==> config.mk <==
export PLATFORM = sky130hd
export DESIGN_NAME = traffic_phase_ctrl
export DESIGN_NICKNAME = d
export VERILOG_FILES = /design/src/rtl/traffic_phase_ctrl.sv
export SDC_FILE = /design/constraint.sdc
export NUM_CORES = 1
export LEC_CHECK = 0
export CORE_ASPECT_RATIO = 0.6
export CORE_MARGIN = 4
export CORE_UTILIZATION = 51
export CTS_CLUSTER_DIAMETER = 150
export CTS_CLUSTER_SIZE = 28
export DETAILED_ROUTE_END_ITERATION = 6
export PLACE_DENSITY = 0.72
export SYNTH_ARGS = -nofsm -noshare
export SYNTH_HDL_FRONTEND = slang
export SYNTH_SLANG_ARGS = --single-unit
==> constraint.sdc <==
create_clock -name CLK -period 4.08 [get_ports CLK]
set_input_delay 0.408 -clock CLK [delete_from_list [all_inputs] [get_ports CLK]]
set_output_delay 0.408 -clock CLK [all_outputs]
set_load 0.03 [all_outputs]
==> src/rtl/traffic_phase_ctrl.sv <==
// N-phase traffic-light controller: latched requests served round-robin with
// min/max green, yellow and all-red clearance, plus a phase-0 preemption input.
module traffic_phase_ctrl #(
  parameter int NPH = 4,
  parameter int WL  = 10,
  localparam int PW = $clog2(NPH)
) (
  input  logic              CLK,
  input  logic              RST_N,
  input  logic [NPH-1:0]    REQ,
  input  logic              PREEMPT,
  input  logic [WL-1:0]     GREEN_MIN,
  input  logic [WL-1:0]     GREEN_MAX,
  input  logic [WL-1:0]     YEL_TIME,
  input  logic [WL-1:0]     RED_TIME,
  output logic [2*NPH-1:0]  LIGHT,
  output logic [PW-1:0]     PHASE,
  output logic [NPH-1:0]    PENDING
);

  typedef enum logic [1:0] {
    ST_GREEN  = 2'd0,
    ST_YELLOW = 2'd1,
    ST_ALLRED = 2'd2
  } state_e;

  state_e             state_q, state_d;
  logic [WL-1:0]      timer_q, timer_d;
  logic [PW-1:0]      phase_q, phase_d;
  logic [PW-1:0]      next_q, next_d;
  logic [NPH-1:0]     pending_q, pending_d;
  logic [WL-1:0]      min_q, min_d;
  logic [WL-1:0]      max_q, max_d;
  logic [WL-1:0]      yel_q, yel_d;
  logic [WL-1:0]      red_q, red_d;
  logic               boot_q, boot_d;
  logic [2*NPH-1:0]   light_q, light_d;

  logic [WL:0]        elapsed;
  logic [WL-1:0]      red_dur;
  logic [WL-1:0]      gmax_eff;
  logic               others;
  logic               rr_found;
  logic [PW-1:0]      rr_idx;

  function automatic logic [WL-1:0] nz(input logic [WL-1:0] v);
    return (v == '0) ? WL'(1) : v;
  endfunction

  always_comb begin
    state_d   = state_q;
    phase_d   = phase_q;
    next_d    = next_q;
    min_d     = min_q;
    max_d     = max_q;
    yel_d     = yel_q;
    red_d     = red_q;
    boot_d    = boot_q;
    light_d   = '0;
    rr_found  = 1'b0;
    rr_idx    = '0;

    elapsed  = {1'b0, timer_q} + (WL+1)'(1);
    others   = |(pending_q & ~(NPH'(1) << phase_q));
    // The clearance that follows reset has no latched duration, so it tracks RED_TIME live.
    red_dur  = boot_q ? nz(RED_TIME) : red_q;
    gmax_eff = nz(GREEN_MAX);

    // Wrap-around search starting just after the current phase.
    for (int unsigned k = 1; k < NPH; k++) begin
      int unsigned idx;
      idx = (32'(phase_q) + k) % 32'(NPH);
      if (!rr_found && pending_q[idx]) begin
        rr_found = 1'b1;
        rr_idx   = PW'(idx);
      end
    end

    case (state_q)
      ST_GREEN: begin
        if ((PREEMPT && phase_q != '0) ||
            (elapsed >= {1'b0, min_q} && others &&
             (!REQ[phase_q] || elapsed >= {1'b0, max_q}))) begin
          state_d = ST_YELLOW;
          next_d  = PREEMPT ? '0 : rr_idx;
          yel_d   = nz(YEL_TIME);
        end
      end
      ST_YELLOW: begin
        if (elapsed >= {1'b0, yel_q}) begin
          state_d = ST_ALLRED;
          red_d   = nz(RED_TIME);
        end
      end
      ST_ALLRED: begin
        if (elapsed >= {1'b0, red_dur}) begin
          state_d = ST_GREEN;
          phase_d = PREEMPT ? '0 : next_q;
          boot_d  = 1'b0;
          min_d   = nz(GREEN_MIN);
          max_d   = (gmax_eff < nz(GREEN_MIN)) ? nz(GREEN_MIN) : gmax_eff;
        end
      end
      default: state_d = ST_ALLRED;
    endcase

    if (state_d != state_q) timer_d = '0;
    else if (&timer_q)      timer_d = timer_q;
    else                    timer_d = timer_q + WL'(1);

    pending_d = pending_q | REQ;
    if (state_q == ST_GREEN) pending_d[phase_q] = 1'b0;
    if (state_d == ST_GREEN) pending_d[phase_d] = 1'b0;

    for (int unsigned i = 0; i < NPH; i++) begin
      if (phase_d == PW'(i)) begin
        if (state_d == ST_GREEN)       light_d[2*i +: 2] = 2'b10;
        else if (state_d == ST_YELLOW) light_d[2*i +: 2] = 2'b01;
      end
    end
  end

  always_ff @(posedge CLK or negedge RST_N) begin
    if (!RST_N) begin
      state_q   <= ST_ALLRED;
      timer_q   <= '0;
      phase_q   <= '0;
      next_q    <= '0;
      pending_q <= '0;
      min_q     <= WL'(1);
      max_q     <= WL'(1);
      yel_q     <= WL'(1);
      red_q     <= WL'(1);
      boot_q    <= 1'b1;
      light_q   <= '0;
    end else begin
      state_q   <= state_d;
      timer_q   <= timer_d;
      phase_q   <= phase_d;
      next_q    <= next_d;
      pending_q <= pending_d;
      min_q     <= min_d;
      max_q     <= max_d;
      yel_q     <= yel_d;
      red_q     <= red_d;
      boot_q    <= boot_d;
      light_q   <= light_d;
    end
  end

  assign LIGHT   = light_q;
  assign PHASE   = phase_q;
  assign PENDING = pending_q;

endmodule
==> flow_summary.html, run 1 <==
<table>
<tr><th>Metric</th><th>Value</th></tr>
<tr><th colspan="2">Critical path</th></tr>
<tr><td>Worst Path Arrival</td><td>3.94 ns</td></tr>
<tr><td>Cells traversed along the worst timing path</td><td>ha_1 -&gt; and4_4 -&gt; nand2_1 -&gt; xnor2_1 -&gt; ha_1 -&gt; nand4_1 -&gt; o21ai_0 -&gt; a2111oi_2 -&gt; nor3_2 -&gt; mux2_2</td></tr>
<tr><td>Required time at the endpoint of the critical path</td><td>4.30 ns</td></tr>
<tr><td>Setup Crit Path Kind</td><td>register to register</td></tr>
<tr><td>Highest-delay cell along the critical path</td><td>nor3_2</td></tr>
<tr><td>Largest fanout on the critical path</td><td>10</td></tr>
<tr><td>Crit path launch type</td><td>register</td></tr>
<tr><td>Crit-path max cell delay</td><td>about 0.69 ns</td></tr>
<tr><td>Capturing element type of the critical path</td><td>register</td></tr>
<tr><td>Most frequent cell on the critical path</td><td>ha_1</td></tr>
<tr><th colspan="2">CTS</th></tr>
<tr><td>Latest clock arrival within the worst-skew pair</td><td>0.34 ns</td></tr>
<tr><td>TritonCTS clock tree</td><td>done</td></tr>
<tr><td>Clock edge transition at the registers on the reported setup and hold paths</td><td>~0.060 ns</td></tr>
<tr><td>Clock Tree Root</td><td>clkbuf_16</td></tr>
<tr><td>Total CTS buffers</td><td>9</td></tr>
<tr><td>Clock sink total</td><td>69</td></tr>
<tr><td>H-tree depth</td><td>3</td></tr>
<tr><td># Post-CTS Setup Buffers</td><td>0</td></tr>
<tr><td>Maximum count of clock buffers along a single path</td><td>2</td></tr>
<tr><th colspan="2">Routing</th></tr>
<tr><td>Total vias in the final route</td><td>3657</td></tr>
<tr><td>Number of nets with antenna violations after routing</td><td>0</td></tr>
<tr><td>Vias/cell</td><td>5.69</td></tr>
<tr><td>Final routed DRC violation total</td><td>0</td></tr>
<tr><td>WL per Instance</td><td>17.5 µm</td></tr>
<tr><td>Number of DRC markers in iteration 0</td><td>232</td></tr>
<tr><td>Iteration count of the initial detailed-routing pass</td><td>4</td></tr>
<tr><td>Total length of routed wires</td><td>about 11000 µm</td></tr>
<tr><th colspan="2">STA</th></tr>
<tr><td>Count of endpoints failing setup in the final report</td><td>0</td></tr>
<tr><td>Sum Neg Setup Slack</td><td>0 ns</td></tr>
<tr><td>Final Hold Viols</td><td>0</td></tr>
<tr><td>Max Clk Rate</td><td>0.269 GHz</td></tr>
<tr><td>Slew Limit Fails</td><td>0</td></tr>
<tr><td>Final worst path period share</td><td>91.2%</td></tr>
<tr><td>Max_slew headroom</td><td>about a quarter</td></tr>
<tr><td>RSZ-0062 raised after global routing</td><td>no</td></tr>
<tr><td>Crit path time final</td><td>around 3.7 ns</td></tr>
<tr><td>Post-Route Skew</td><td>0.00505 ns</td></tr>
<tr><td>Pin slew with the least headroom to its limit</td><td>1.12 ns</td></tr>
<tr><th colspan="2">Yosys</th></tr>
<tr><td>Mean instance size in the synthesized netlist</td><td>9.70 µm²</td></tr>
<tr><td>Number of warnings issued by yosys</td><td>0</td></tr>
<tr><td>Main combinational cell family by area after synthesis</td><td>adder cells</td></tr>
<tr><td>Synthesized-area fraction occupied by and/or/nand/nor cells</td><td>13.7%</td></tr>
<tr><td>Sequential element share of the synthesized area</td><td>38.0%</td></tr>
<tr><td>Fraction of synthesized area in multiplexers</td><td>12.2%</td></tr>
<tr><td>Cell taking the most area after synthesis</td><td>dfrtp_1</td></tr>
<tr><td>Share of the synthesized area in compound gates (AO/OA/AOI/OAI)</td><td>13.7%</td></tr>
<tr><td>Arithmetic-cell share of the synthesized area counting full adders, half adders and majority gates</td><td>14.8%</td></tr>
<tr><td>Top flip-flop cell by instance count after synthesis</td><td>dfrtp_1</td></tr>
<tr><td>Combined area of all synthesized cells</td><td>between 4000 and 5000 µm²</td></tr>
<tr><td>Synth Net Count</td><td>between 500 and 600</td></tr>
<tr><td>XOR/XNOR Fraction of Synth Area</td><td>1.73%</td></tr>
<tr><td>FFs w/ async S/R, synth</td><td>100%</td></tr>
<tr><td>Number of instances in the synthesized netlist</td><td>470</td></tr>
<tr><td>Leading cell types by total area after synthesis</td><td>dfrtp_1 (35%), ha_1 (15%), mux2i_1 (6.1%), mux2_2 (4.9%), a21oi_1 (4.0%)</td></tr>
<tr><td>EDFF count, synth</td><td>0</td></tr>
<tr><td>Cell variety after synth</td><td>56</td></tr>
<tr><td>Area share of the largest cell type after synthesis</td><td>34.6%</td></tr>
<tr><td>Count of state elements after synthesis</td><td>a little under 70</td></tr>
<tr><th colspan="2">Cells and area</th></tr>
<tr><td>Area added between synthesis and finish</td><td>21.9%</td></tr>
<tr><td>Layout Nets</td><td>627</td></tr>
<tr><td>Number of standard cells in the final layout excluding fillers</td><td>643</td></tr>
<tr><td>N_diodes</td><td>0</td></tr>
<tr><td>Highest-count cells in the layout ignoring fill and taps</td><td>dfrtp_1 (63), clkdlybuf4s50_1 (59), ha_1 (54)</td></tr>
<tr><td>Commonest non-fill, non-tap cell in the layout</td><td>dfrtp_1</td></tr>
<tr><td>Fraction of final layout cells sized beyond drive strength 1</td><td>12.1%</td></tr>
<tr><th colspan="2">Placement</th></tr>
<tr><td>Buffers added on ports</td><td>60</td></tr>
<tr><td>Cell count after placement</td><td>627</td></tr>
<tr><td>Weighted congestion at the end of routability-driven global placement</td><td>0.905</td></tr>
<tr><td>DP HPWL</td><td>8380 µm</td></tr>
<tr><th colspan="2">Die</th></tr>
<tr><td>Area of the placeable core</td><td>8620 µm²</td></tr>
<tr><td>Die X-Extent</td><td>130 µm</td></tr>
<tr><td>Top-level port count</td><td>61</td></tr>
<tr><td>Floorplan die area</td><td>10600 µm²</td></tr>
<tr><td>Initial Utilization</td><td>52.9%</td></tr>
<tr><td>Height of the die</td><td>81.2 µm</td></tr>
<tr><td>Site row count</td><td>26</td></tr>
<tr><th colspan="2">Global route</th></tr>
<tr><td>Largest net degree at the start of global routing</td><td>52</td></tr>
<tr><td>Initial antenna violation count</td><td>0</td></tr>
<tr><td>Via count of the first global-routing pass</td><td>3746</td></tr>
<tr><td>Global-route wire length before repair</td><td>18900 µm</td></tr>
<tr><td>Overflow left after global routing</td><td>0</td></tr>
<tr><td>Total global routing track utilization</td><td>a little under a quarter</td></tr>
<tr><th colspan="2">Worst hold path</th></tr>
<tr><td>Worst min-delay path class</td><td>primary input to async pin</td></tr>
<tr><th colspan="2">Flow run</th></tr>
<tr><td>Number of max-capacitance violations reported</td><td>0</td></tr>
<tr><th colspan="2">Outcome</th></tr>
<tr><td>Result of the run</td><td>complete, no violations</td></tr>
<tr><th colspan="2">Power and ir drop</th></tr>
<tr><td>Worst IR Drop VDD</td><td>0.285 mV</td></tr>
<tr><td>Leakage</td><td>0.00264 µW</td></tr>
<tr><td>Power per cell area</td><td>665 nW/µm²</td></tr>
<tr><td>Total power draw</td><td>3690 µW</td></tr>
</table>
[repair_timing]
item,4_1_cts,5_1_grt
hold buffers,0,0
gates resized for setup,0,1
endpoints found under the setup margin,0,11
[cell type report]
class | instances | area [µm²]
Inverter | 44 | 165
Timing Repair Buffer | 67 | 648
Tap cell | 112 | 140
Clock inverter | 7 | 76.3
Multi-Input combinational cell | 335 | 2570
Fill cell | 693 | 3060
Clock buffer | 9 | 225
Sequential cell | 69 | 1730
[metal layers]
layer | GRT usage (%) | vias up | share of wire, %
li1 | - | 1779 | -
met1 | 34.4 | 1773 | 51
met2 | 33.5 | 89 | 43
met3 | 6.11 | 16 | 5.4
met4 | 4.98 | 0 | 0.96
met5 | 0 | - | 0
[worst max-delay path, delay by kind of cell, from the launching register on]
family / cells / cell delay (ns)
simple gates: 4 / 1.11
compound gates: 2 / 0.57
fa+ha+maj: 2 / 0.52
flops: 1 / 0.51
xor+xnor: 1 / 0.45
mux: 1 / 0.42
[kinds of logic (layout without fill, tap and decap cells)]
logic type / after synthesis / after routing
fa+ha+maj: 54 / 54
xor+xnor: 9 / 9
flops: 69 / 69
compound gates: 96 / 96
simple gates: 125 / 125
mux: 51 / 51
buf+inv: 66 / 127
[cells in the mapped netlist, types with 6 or more instances]
cell type / count
nand3_1: 6
inv_1: 44
mux2i_1: 28
clkbuf_1: 14
ha_1: 54
nand2_1: 25
nor2_1: 39
a21oi_1: 36
o21ai_0: 19
a21o_1: 8
nor3_1: 19
mux2_2: 20
nor2b_1: 11
dfstp_2: 6
buf_2: 6
dfrtp_1: 63
[through the flow]
step	hold WS (ns)	util (%)	instance area (µm²)	worst slack, ns
floorplan	0.112	-	4560	0.956
global placement	0.454	60.9	5250	0.550
detailed placement	0.464	60.9	5250	0.297
CTS	0.316	64.4	5550	0.301
global route	0.375	64.5	5560	0.0611
finish	0.266	64.5	5560	0.361
[worst paths after layout]
kind                            cells past startpoint  slack (ns)                   end              startpoint
max in group asynchronous                           2        2.86  max_q[0]$_DFFE_PN1P_                   RST_N
worst max-delay path                               10        0.36  red_q[5]$_DFFE_PN0P_  timer_q[0]$_DFFE_PN0P_
worst min register to register                      2        0.47  red_q[0]$_DFFE_PN1P_    red_q[0]$_DFFE_PN1P_
worst min-delay path                                1        0.27  max_q[1]$_DFFE_PN0P_                   RST_N
worst max register to register                     10        0.36  red_q[5]$_DFFE_PN0P_  timer_q[0]$_DFFE_PN0P_
min in group CLK                                    2        0.47  red_q[0]$_DFFE_PN1P_    red_q[0]$_DFFE_PN1P_
[registers in the layout, indices dropped and copies added (netlist names)]
| register | flops |
|---|---|
| LIGHT | 8 |
| PENDING | 4 |
| PHASE | 2 |
| boot_q | 1 |
| max_q | 10 |
| min_q | 10 |
| next_q | 2 |
| red_q | 10 |
| state_q | 2 |
| timer_q | 10 |
| yel_q | 10 |
[power by group]
part	switching, µW	total (µW)	internal [µW]
combinational	1000	1790	787
clock	314	788	475
sequential	172	1120	947
total	1490	3690	2210
Note: power is estimated with default switching activity, not from simulation.
==> run 2: changes to the inputs <==
--- a/config.mk
+++ b/config.mk
@@ -5,13 +5,15 @@
 export SDC_FILE = /design/constraint.sdc
 export NUM_CORES = 1
 export LEC_CHECK = 0
+export CELL_PAD_IN_SITES_DETAIL_PLACEMENT = 1
+export CELL_PAD_IN_SITES_GLOBAL_PLACEMENT = 1
 export CORE_ASPECT_RATIO = 0.6
 export CORE_MARGIN = 4
-export CORE_UTILIZATION = 51
+export CORE_UTILIZATION = 43
 export CTS_CLUSTER_DIAMETER = 150
 export CTS_CLUSTER_SIZE = 28
 export DETAILED_ROUTE_END_ITERATION = 6
-export PLACE_DENSITY = 0.72
+export PLACE_DENSITY = 0.77
 export SYNTH_ARGS = -nofsm -noshare
 export SYNTH_HDL_FRONTEND = slang
 export SYNTH_SLANG_ARGS = --single-unit
==> flow_summary.html, run 2 (synthesis results as in run 1) <==
<table>
<tr><th>Metric</th><th>Value</th></tr>
<tr><th colspan="2">Outcome</th></tr>
<tr><td>Result of the run</td><td>complete, no violations</td></tr>
<tr><th colspan="2">Die</th></tr>
<tr><td>Floorplan die area</td><td>12400 µm² (+17%)</td></tr>
<tr><td>Site row count</td><td>28 (+7.7%)</td></tr>
<tr><td>Initial Utilization</td><td>45.2% (-7.7 points)</td></tr>
<tr><td>Top-level port count</td><td>61 (unchanged)</td></tr>
<tr><td>Die X-Extent</td><td>141 µm (+8.4%)</td></tr>
<tr><td>Area of the placeable core</td><td>10100 µm² (+17%)</td></tr>
<tr><td>Height of the die</td><td>87.8 µm (+8.0%)</td></tr>
<tr><th colspan="2">Cells and area</th></tr>
<tr><td>Fraction of final layout cells sized beyond drive strength 1</td><td>11.9% (-0.19 points)</td></tr>
<tr><td>Layout Nets</td><td>627 (unchanged)</td></tr>
<tr><td>Highest-count cells in the layout ignoring fill and taps</td><td>dfrtp_1 (63), clkdlybuf4s50_1 (59), ha_1 (54)</td></tr>
<tr><td>Commonest non-fill, non-tap cell in the layout</td><td>dfrtp_1</td></tr>
<tr><td>Final Cell Area</td><td>5590 µm² (+0.61%)</td></tr>
<tr><td>Fill cells</td><td>1116 (+61%)</td></tr>
<tr><td>Area added between synthesis and finish</td><td>22.6%</td></tr>
<tr><td>N_diodes</td><td>0 (unchanged)</td></tr>
<tr><th colspan="2">CTS</th></tr>
<tr><td>Clock Tree Root</td><td>clkbuf_16</td></tr>
<tr><td>Latest clock arrival within the worst-skew pair</td><td>0.33 ns (about the same)</td></tr>
<tr><td># Post-CTS Setup Buffers</td><td>0 (unchanged)</td></tr>
<tr><td>Maximum count of clock buffers along a single path</td><td>2 (unchanged)</td></tr>
<tr><td>Clock edge transition at the registers on the reported setup and hold paths</td><td>0.06 ns (about the same)</td></tr>
<tr><td>TritonCTS clock tree</td><td>done</td></tr>
<tr><td>Clock sink total</td><td>69 (unchanged)</td></tr>
<tr><td>Total CTS buffers</td><td>9 (unchanged)</td></tr>
<tr><td>Gates resized, CTS repair</td><td>0 (unchanged)</td></tr>
<tr><td>H-tree depth</td><td>3 (unchanged)</td></tr>
<tr><td>Cts hold-fix bufs</td><td>0 (unchanged)</td></tr>
<tr><th colspan="2">Critical path</th></tr>
<tr><td>Capturing element type of the critical path</td><td>register</td></tr>
<tr><td>Required time at the endpoint of the critical path</td><td>4.29 ns (about the same)</td></tr>
<tr><td>Largest fanout on the critical path</td><td>10 (unchanged)</td></tr>
<tr><td>Cells traversed along the worst timing path</td><td>ha_1 -&gt; and4_4 -&gt; nand2_1 -&gt; xnor2_1 -&gt; ha_1 -&gt; a41o_1 -&gt; a21oi_1 -&gt; o21ai_0 -&gt; a2111oi_1 -&gt; nor3_2 -&gt; mux2_2</td></tr>
<tr><td>Largest delay share family, worst path</td><td>compound AO/OA/AOI/OAI gates</td></tr>
<tr><td>Beginning of the critical path</td><td>timer_q[0]$_DFFE_PN0P_</td></tr>
<tr><td>Number of gates on the worst path with buffers counted</td><td>11 (+1)</td></tr>
<tr><td>Worst Path Arrival</td><td>4.02 ns (+0.08 ns)</td></tr>
<tr><td>Setup Crit Path Kind</td><td>register to register</td></tr>
<tr><td>Path depth of the worst reg2reg path</td><td>11 (+1)</td></tr>
<tr><td>Highest-delay cell along the critical path</td><td>a2111oi_1</td></tr>
<tr><td>Reg-to-reg setup timing slack</td><td>0.27 ns (-0.09 ns)</td></tr>
<tr><td>Reg-to-reg critical path startpoint</td><td>timer_q[0]$_DFFE_PN0P_</td></tr>
<tr><td>Worst reg2reg path endpoint</td><td>red_q[6]$_DFFE_PN0P_</td></tr>
<tr><td>Most frequent cell on the critical path</td><td>ha_1</td></tr>
<tr><td>Crit path launch type</td><td>register</td></tr>
<tr><td>Crit-path max cell delay</td><td>0.58 ns (-0.11 ns)</td></tr>
<tr><td>Number of buffer and inverter instances along the worst setup path</td><td>0 (unchanged)</td></tr>
<tr><th colspan="2">STA</th></tr>
<tr><td>Max Clk Rate</td><td>0.263 GHz (-2.3%)</td></tr>
<tr><td>Max_slew headroom</td><td>31.6% (+6.5 points)</td></tr>
<tr><td>Final worst path period share</td><td>93.3% (+2.2 points)</td></tr>
<tr><td>Sum Neg Setup Slack</td><td>0 ns (unchanged)</td></tr>
<tr><td>RSZ-0062 raised after global routing</td><td>no</td></tr>
<tr><td>Slew Limit Fails</td><td>0 (unchanged)</td></tr>
<tr><td>Count of endpoints failing setup in the final report</td><td>0 (unchanged)</td></tr>
<tr><td>Crit path time final</td><td>3.81 ns (+0.0881 ns)</td></tr>
<tr><td>Final Hold Viols</td><td>0 (unchanged)</td></tr>
<tr><td>Pin slew with the least headroom to its limit</td><td>1.03 ns (-0.0978 ns)</td></tr>
<tr><td>Post-route worst hold slack</td><td>0.248 ns (-0.0175 ns)</td></tr>
<tr><td>Post-Route Skew</td><td>0.00534 ns (+0.000284 ns)</td></tr>
<tr><th colspan="2">Routing</th></tr>
<tr><td>Final routed DRC violation total</td><td>0 (unchanged)</td></tr>
<tr><td>Vias/cell</td><td>5.59 (-1.7%)</td></tr>
<tr><td>Total length of routed wires</td><td>13000 µm (+16%)</td></tr>
<tr><td>Met3 wirelength from detailed routing</td><td>431 µm (-29%)</td></tr>
<tr><td>Length of routed wiring on met1</td><td>6550 µm (+14%)</td></tr>
<tr><td>WL per Instance</td><td>19.5 µm (+12%)</td></tr>
<tr><td>Uppermost layer routed</td><td>met4</td></tr>
<tr><td>Iteration count of the initial detailed-routing pass</td><td>5 (+1)</td></tr>
<tr><td>Total vias in the final route</td><td>3725 (+1.9%)</td></tr>
<tr><td>Number of DRC markers in iteration 0</td><td>243 (+4.7%)</td></tr>
<tr><td>Number of nets with antenna violations after routing</td><td>0 (unchanged)</td></tr>
<tr><td>Total length of routed met2 wires</td><td>5930 µm (+24%)</td></tr>
<tr><th colspan="2">Worst hold path</th></tr>
<tr><td>Worst min-delay path class</td><td>primary input to async pin</td></tr>
<tr><th colspan="2">Flow run</th></tr>
<tr><td>Number of max-capacitance violations reported</td><td>0 (unchanged)</td></tr>
<tr><th colspan="2">Global route</th></tr>
<tr><td>Global-route wire length before repair</td><td>21900 µm (+16%)</td></tr>
<tr><td>Total global routing track utilization</td><td>22.6% (-0.50 points)</td></tr>
<tr><td>Overflow left after global routing</td><td>0 (unchanged)</td></tr>
<tr><td>Largest net degree at the start of global routing</td><td>44 (-15%)</td></tr>
<tr><td>Initial antenna violation count</td><td>0 (unchanged)</td></tr>
<tr><td>Via count of the first global-routing pass</td><td>4077 (+8.8%)</td></tr>
<tr><th colspan="2">Power and ir drop</th></tr>
<tr><td>Combinational fraction of design power</td><td>48.4% (about the same)</td></tr>
<tr><td>Switching part of the total power</td><td>40.3% (+0.096 points)</td></tr>
<tr><td>Leakage</td><td>0.00264 µW (+0.16%)</td></tr>
<tr><td>Switching power summed over all nets</td><td>1510 µW (+1.8%)</td></tr>
<tr><td>Internal power component</td><td>2240 µW (+1.4%)</td></tr>
<tr><td>Total power draw</td><td>3750 µW (+1.5%)</td></tr>
<tr><td>Fraction of power consumed by sequential logic</td><td>30.1% (-0.2 points)</td></tr>
<tr><td>Power per cell area</td><td>671 nW/µm² (+0.93%)</td></tr>
<tr><td>Clock network fraction of total power</td><td>21.6% (+0.3 points)</td></tr>
<tr><td>Worst IR Drop VDD</td><td>0.295 mV (+3.4%)</td></tr>
<tr><th colspan="2">Placement</th></tr>
<tr><td>Weighted congestion at the end of routability-driven global placement</td><td>0.834 (-7.8%)</td></tr>
<tr><td>Buffers added on ports</td><td>60 (unchanged)</td></tr>
<tr><td>Placed Instance Area</td><td>5280 µm² (+0.55%)</td></tr>
<tr><td>DP HPWL</td><td>9870 µm (+18%)</td></tr>
</table>
run 2: changes by cell type in the layout (fill, tap and decap cells not counted), sizes merged:
cell    previous run  this run
clkinv             4         2
clkbuf             9        11
run 2: how the worst max path moves through the flow:
| stage | end | slack [ns] |
|---|---|---|
| 5_1_grt | red_q[8]$_DFFE_PN0P_ | 0.006 |
| 2_1_floorplan | PENDING[1]$_DFF_PN0_ | 0.96 |
| 4_1_cts | red_q[6]$_DFFE_PN0P_ | 0.27 |
| 6_report | red_q[6]$_DFFE_PN0P_ | 0.27 |
| 3_5_place_dp | red_q[6]$_DFFE_PN0P_ | 0.31 |
| 3_3_place_gp | PENDING[3]$_DFF_PN0_ | 0.46 |
run 2: final cells by class:
| class | instances | area, µm² | share of cell area [%] |
|---|---|---|---|
| inverters | 44 | 165 | 2.95 |
| repair buffers | 67 | 648 | 11.6 |
| multi-input cells | 335 | 2560 | 45.8 |
| clock buffers | 11 | 253 | 4.52 |
| well taps | 135 | 169 | 3.02 |
| clock inverters | 5 | 58.8 | 1.05 |
| flip-flops and latches | 69 | 1730 | 31.0 |
run 2: power groups by stage:
stage | sequential, µW | clock (µW) | combinational (µW)
floorplan | 1100 | 0 | 1240
global placement | 1120 | 0 | 1670
detailed placement | 1130 | 0 | 1790
CTS | 1130 | 820 | 1830
global route | 1160 | 855 | 2050
finish | 1130 | 809 | 1810
run 2: per-stage QoR:
step	cells	util (%)	worst slack, ns
5_1_grt	666	55.4	0.00599
3_3_place_gp	650	52.3	0.462
2_1_floorplan	470	-	0.956
3_5_place_dp	650	52.3	0.307
6_report	666	55.4	0.273
4_1_cts	666	55.4	0.274
run 2: per-layer routing:
| layer | global-route usage, % | up-vias |
|---|---|---|
| met5 | 0 | - |
| met1 | 32.0 | 1877 |
| met3 | 5.13 | 9 |
| li1 | - | 1779 |
| met4 | 4.13 | 0 |
| met2 | 36.1 | 60 |
==> run 3: changes to the inputs <==
--- a/config.mk
+++ b/config.mk
@@ -5,15 +5,16 @@
 export SDC_FILE = /design/constraint.sdc
 export NUM_CORES = 1
 export LEC_CHECK = 0
+export CAP_MARGIN = 40
 export CELL_PAD_IN_SITES_DETAIL_PLACEMENT = 1
 export CELL_PAD_IN_SITES_GLOBAL_PLACEMENT = 1
 export CORE_ASPECT_RATIO = 0.6
 export CORE_MARGIN = 4
-export CORE_UTILIZATION = 43
+export CORE_UTILIZATION = 30
 export CTS_CLUSTER_DIAMETER = 150
 export CTS_CLUSTER_SIZE = 28
 export DETAILED_ROUTE_END_ITERATION = 6
-export PLACE_DENSITY = 0.77
+export PLACE_DENSITY = 0.57
 export SYNTH_ARGS = -nofsm -noshare
 export SYNTH_HDL_FRONTEND = slang
 export SYNTH_SLANG_ARGS = --single-unit
==> flow_summary.html, run 3 (synthesis results as in run 1) <==
<table>
<tr><th>Metric</th><th>Value</th></tr>
<tr><th colspan="2">STA</th></tr>
<tr><td>Pin slew with the least headroom to its limit</td><td>0.862 ns (-0.164 ns)</td></tr>
<tr><td>Crit path time final</td><td>3.75 ns (-0.0544 ns)</td></tr>
<tr><td>Count of endpoints failing setup in the final report</td><td>0 (unchanged)</td></tr>
<tr><td>Final worst path period share</td><td>92.0% (-1.3 points)</td></tr>
<tr><td>Max Clk Rate</td><td>0.266 GHz (+1.4%)</td></tr>
<tr><td>Final Hold Viols</td><td>0 (unchanged)</td></tr>
<tr><td>Post-Route Skew</td><td>0.00621 ns (+0.000873 ns)</td></tr>
<tr><td>Sum Neg Setup Slack</td><td>0 ns (unchanged)</td></tr>
<tr><td>RSZ-0062 raised after global routing</td><td>no</td></tr>
<tr><td>Slew Limit Fails</td><td>0 (unchanged)</td></tr>
<tr><td>Max_slew headroom</td><td>42.5% (+11 points)</td></tr>
<tr><th colspan="2">Cells and area</th></tr>
<tr><td>Area added between synthesis and finish</td><td>24.1%</td></tr>
<tr><td>Layout Nets</td><td>629 (+0.32%)</td></tr>
<tr><td>Final Cell Area</td><td>5660 µm² (+1.2%)</td></tr>
<tr><td>Fraction of final layout cells sized beyond drive strength 1</td><td>12.2% (+0.33 points)</td></tr>
<tr><td>Highest-count cells in the layout ignoring fill and taps</td><td>dfrtp_1 (63), clkdlybuf4s50_1 (59), ha_1 (54)</td></tr>
<tr><td>N_diodes</td><td>0 (unchanged)</td></tr>
<tr><td>Commonest non-fill, non-tap cell in the layout</td><td>dfrtp_1</td></tr>
<tr><td>Final core utilization</td><td>38.6% (-17 points)</td></tr>
<tr><th colspan="2">CTS</th></tr>
<tr><td>Maximum count of clock buffers along a single path</td><td>2 (unchanged)</td></tr>
<tr><td>Gates resized, CTS repair</td><td>0 (unchanged)</td></tr>
<tr><td>Latest clock arrival within the worst-skew pair</td><td>0.34 ns (about the same)</td></tr>
<tr><td>TritonCTS clock tree</td><td>done</td></tr>
<tr><td>Clock Tree Root</td><td>clkbuf_16</td></tr>
<tr><td>H-tree depth</td><td>3 (unchanged)</td></tr>
<tr><td>Clock sink total</td><td>69 (unchanged)</td></tr>
<tr><td>Clock edge transition at the registers on the reported setup and hold paths</td><td>0.06 ns (about the same)</td></tr>
<tr><td>Total CTS buffers</td><td>9 (unchanged)</td></tr>
<tr><td>Cts hold-fix bufs</td><td>0 (unchanged)</td></tr>
<tr><td># Post-CTS Setup Buffers</td><td>0 (unchanged)</td></tr>
<tr><th colspan="2">Critical path</th></tr>
<tr><td>Largest fanout on the critical path</td><td>10 (unchanged)</td></tr>
<tr><td>Capturing element type of the critical path</td><td>register</td></tr>
<tr><td>Setup Crit Path Kind</td><td>register to register</td></tr>
<tr><td>Crit-path max cell delay</td><td>0.56 ns (-0.02 ns)</td></tr>
<tr><td>Crit path launch type</td><td>register</td></tr>
<tr><td>Cells traversed along the worst timing path</td><td>ha_1 -&gt; and4_4 -&gt; nand2_1 -&gt; xnor2_1 -&gt; ha_1 -&gt; a41o_1 -&gt; a21oi_1 -&gt; o21ai_0 -&gt; a2111oi_1 -&gt; nor3_2 -&gt; buf_4 -&gt; mux2_2</td></tr>
<tr><td>Most frequent cell on the critical path</td><td>ha_1</td></tr>
<tr><td>Highest-delay cell along the critical path</td><td>a2111oi_1</td></tr>
<tr><td>Largest delay share family, worst path</td><td>compound AO/OA/AOI/OAI gates</td></tr>
<tr><td>Worst Path Arrival</td><td>3.97 ns (-0.05 ns)</td></tr>
<tr><td>Required time at the endpoint of the critical path</td><td>4.30 ns (about the same)</td></tr>
<tr><td>Number of buffer and inverter instances along the worst setup path</td><td>1 (+1)</td></tr>
<tr><th colspan="2">Placement</th></tr>
<tr><td>Buffers added on ports</td><td>60 (unchanged)</td></tr>
<tr><td>Weighted congestion at the end of routability-driven global placement</td><td>0.787 (-5.6%)</td></tr>
<tr><td>Placed Instance Area</td><td>5370 µm² (+1.6%)</td></tr>
<tr><td>DP HPWL</td><td>9980 µm (+1.1%)</td></tr>
<tr><th colspan="2">Power and ir drop</th></tr>
<tr><td>Clock network fraction of total power</td><td>20.6% (-1.0 points)</td></tr>
<tr><td>Worst IR Drop VDD</td><td>0.208 mV (-29%)</td></tr>
<tr><td>Internal power component</td><td>2150 µW (-3.8%)</td></tr>
<tr><td>Switching power summed over all nets</td><td>1510 µW (about the same)</td></tr>
<tr><td>Power per cell area</td><td>647 nW/µm² (-3.5%)</td></tr>
<tr><td>Switching part of the total power</td><td>41.2% (+0.90 points)</td></tr>
<tr><td>Fraction of power consumed by sequential logic</td><td>30.7% (+0.6 points)</td></tr>
<tr><td>Leakage</td><td>0.00263 µW (-0.36%)</td></tr>
<tr><td>Combinational fraction of design power</td><td>48.7% (+0.3 points)</td></tr>
<tr><th colspan="2">Routing</th></tr>
<tr><td>Vias/cell</td><td>4.96 (-11%)</td></tr>
<tr><td>Iteration count of the initial detailed-routing pass</td><td>4 (-1)</td></tr>
<tr><td>WL per Instance</td><td>17.8 µm (-8.7%)</td></tr>
<tr><td>Total length of routed wires</td><td>13000 µm (+0.16%)</td></tr>
<tr><td>Final routed DRC violation total</td><td>0 (unchanged)</td></tr>
<tr><td>Number of nets with antenna violations after routing</td><td>0 (unchanged)</td></tr>
<tr><td>Total vias in the final route</td><td>3628 (-2.6%)</td></tr>
<tr><td>Number of DRC markers in iteration 0</td><td>135 (-44%)</td></tr>
<tr><th colspan="2">Die</th></tr>
<tr><td>Site row count</td><td>34 (+21%)</td></tr>
<tr><td>Die X-Extent</td><td>167 µm (+19%)</td></tr>
<tr><td>Floorplan die area</td><td>17300 µm² (+40%)</td></tr>
<tr><td>Top-level port count</td><td>61 (unchanged)</td></tr>
<tr><td>Initial Utilization</td><td>31.1% (-14 points)</td></tr>
<tr><td>Area of the placeable core</td><td>14700 µm² (+45%)</td></tr>
<tr><td>Height of the die</td><td>103 µm (+18%)</td></tr>
<tr><th colspan="2">Global route</th></tr>
<tr><td>Overflow left after global routing</td><td>0 (unchanged)</td></tr>
<tr><td>Initial antenna violation count</td><td>0 (unchanged)</td></tr>
<tr><td>Global-route wire length before repair</td><td>21700 µm (-0.92%)</td></tr>
<tr><td>Total global routing track utilization</td><td>15.9% (-6.7 points)</td></tr>
<tr><td>Largest net degree at the start of global routing</td><td>45 (+2.3%)</td></tr>
<tr><td>Via count of the first global-routing pass</td><td>3967 (-2.7%)</td></tr>
<tr><th colspan="2">Worst hold path</th></tr>
<tr><td>Worst min-delay path class</td><td>primary input to async pin</td></tr>
<tr><th colspan="2">Flow run</th></tr>
<tr><td>Number of max-capacitance violations reported</td><td>0 (unchanged)</td></tr>
<tr><th colspan="2">Outcome</th></tr>
<tr><td>Result of the run</td><td>complete, no violations</td></tr>
</table>
-- run 3: area by class of cell --
cell class | count | area (µm²)
repair buffers | 69 | 663
clock inverters | 6 | 47.5
clock buffers | 10 | 239
multi-input cells | 335 | 2560
inverters | 44 | 165
well taps | 198 | 248
flip-flops and latches | 69 | 1730
fillers | 1681 | 9020
-- run 3: worst paths after layout --
| path | endpoint | depth (start not counted) | startpoint | slack (ns) |
|---|---|---|---|---|
| min in group CLK | red_q[0]$_DFFE_PN1P_ | 2 | red_q[0]$_DFFE_PN1P_ | 0.47 |
| max in group asynchronous | timer_q[7]$_DFFE_PN0P_ | 2 | RST_N | 2.97 |
| hold reg to reg | red_q[0]$_DFFE_PN1P_ | 2 | red_q[0]$_DFFE_PN1P_ | 0.47 |
| setup reg to reg | red_q[3]$_DFFE_PN0P_ | 12 | timer_q[0]$_DFFE_PN0P_ | 0.33 |
| setup / recovery | red_q[3]$_DFFE_PN0P_ | 12 | timer_q[0]$_DFFE_PN0P_ | 0.33 |
| hold / removal | min_q[2]$_DFFE_PN0P_ | 1 | RST_N | 0.07 |
-- run 3: per-stage QoR --
| stage | hold WS, ns | setup slack, ns | std cells | total power, µW |
|---|---|---|---|---|
| 6_report | 0.0730 | 0.327 | 731 | 3660 |
| 5_1_grt | 0.112 | 0.0310 | 731 | 4020 |
| 4_1_cts | 0.0963 | 0.233 | 730 | 3700 |
| 3_5_place_dp | 0.456 | 0.290 | 714 | 2920 |
| 3_3_place_gp | 0.452 | 0.556 | 714 | 2840 |
| 2_1_floorplan | 0.112 | 0.956 | 470 | 2340 |
-- run 3: metal layers --
metal  vias to the layer above  global-route usage (%)  share of wire, %  routed length [µm]
met5                         -                       0                 0                   0
met1                      1801                    23.4                53                6950
met3                         8                    3.68               3.2                 419
li1                       1770                       -                 -                   -
met4                         0                    2.43              0.46                  60
met2                        49                    24.3                43                5600
-- run 3: power groups by stage --
stage          Combinational (µW)  Sequential, µW  Clock, µW
2_1_floorplan                1240            1100          0
6_report                     1790            1130        753
5_1_grt                      2050            1160        803
3_3_place_gp                 1710            1130          0
3_5_place_dp                 1780            1140          0
4_1_cts                      1800            1130        771
-- run 3: worst reg2reg max path, stage by stage (launching register included) --
cell	delay, ns
dfrtp_1	0.50
ha_1	0.28
and4_4	0.26
nand2_1	0.07
xnor2_1	0.52
ha_1	0.38
a41o_1	0.25
a21oi_1	0.11
o21ai_0	0.14
a2111oi_1	0.56
nor3_2	0.07
buf_4	0.20
mux2_2	0.29
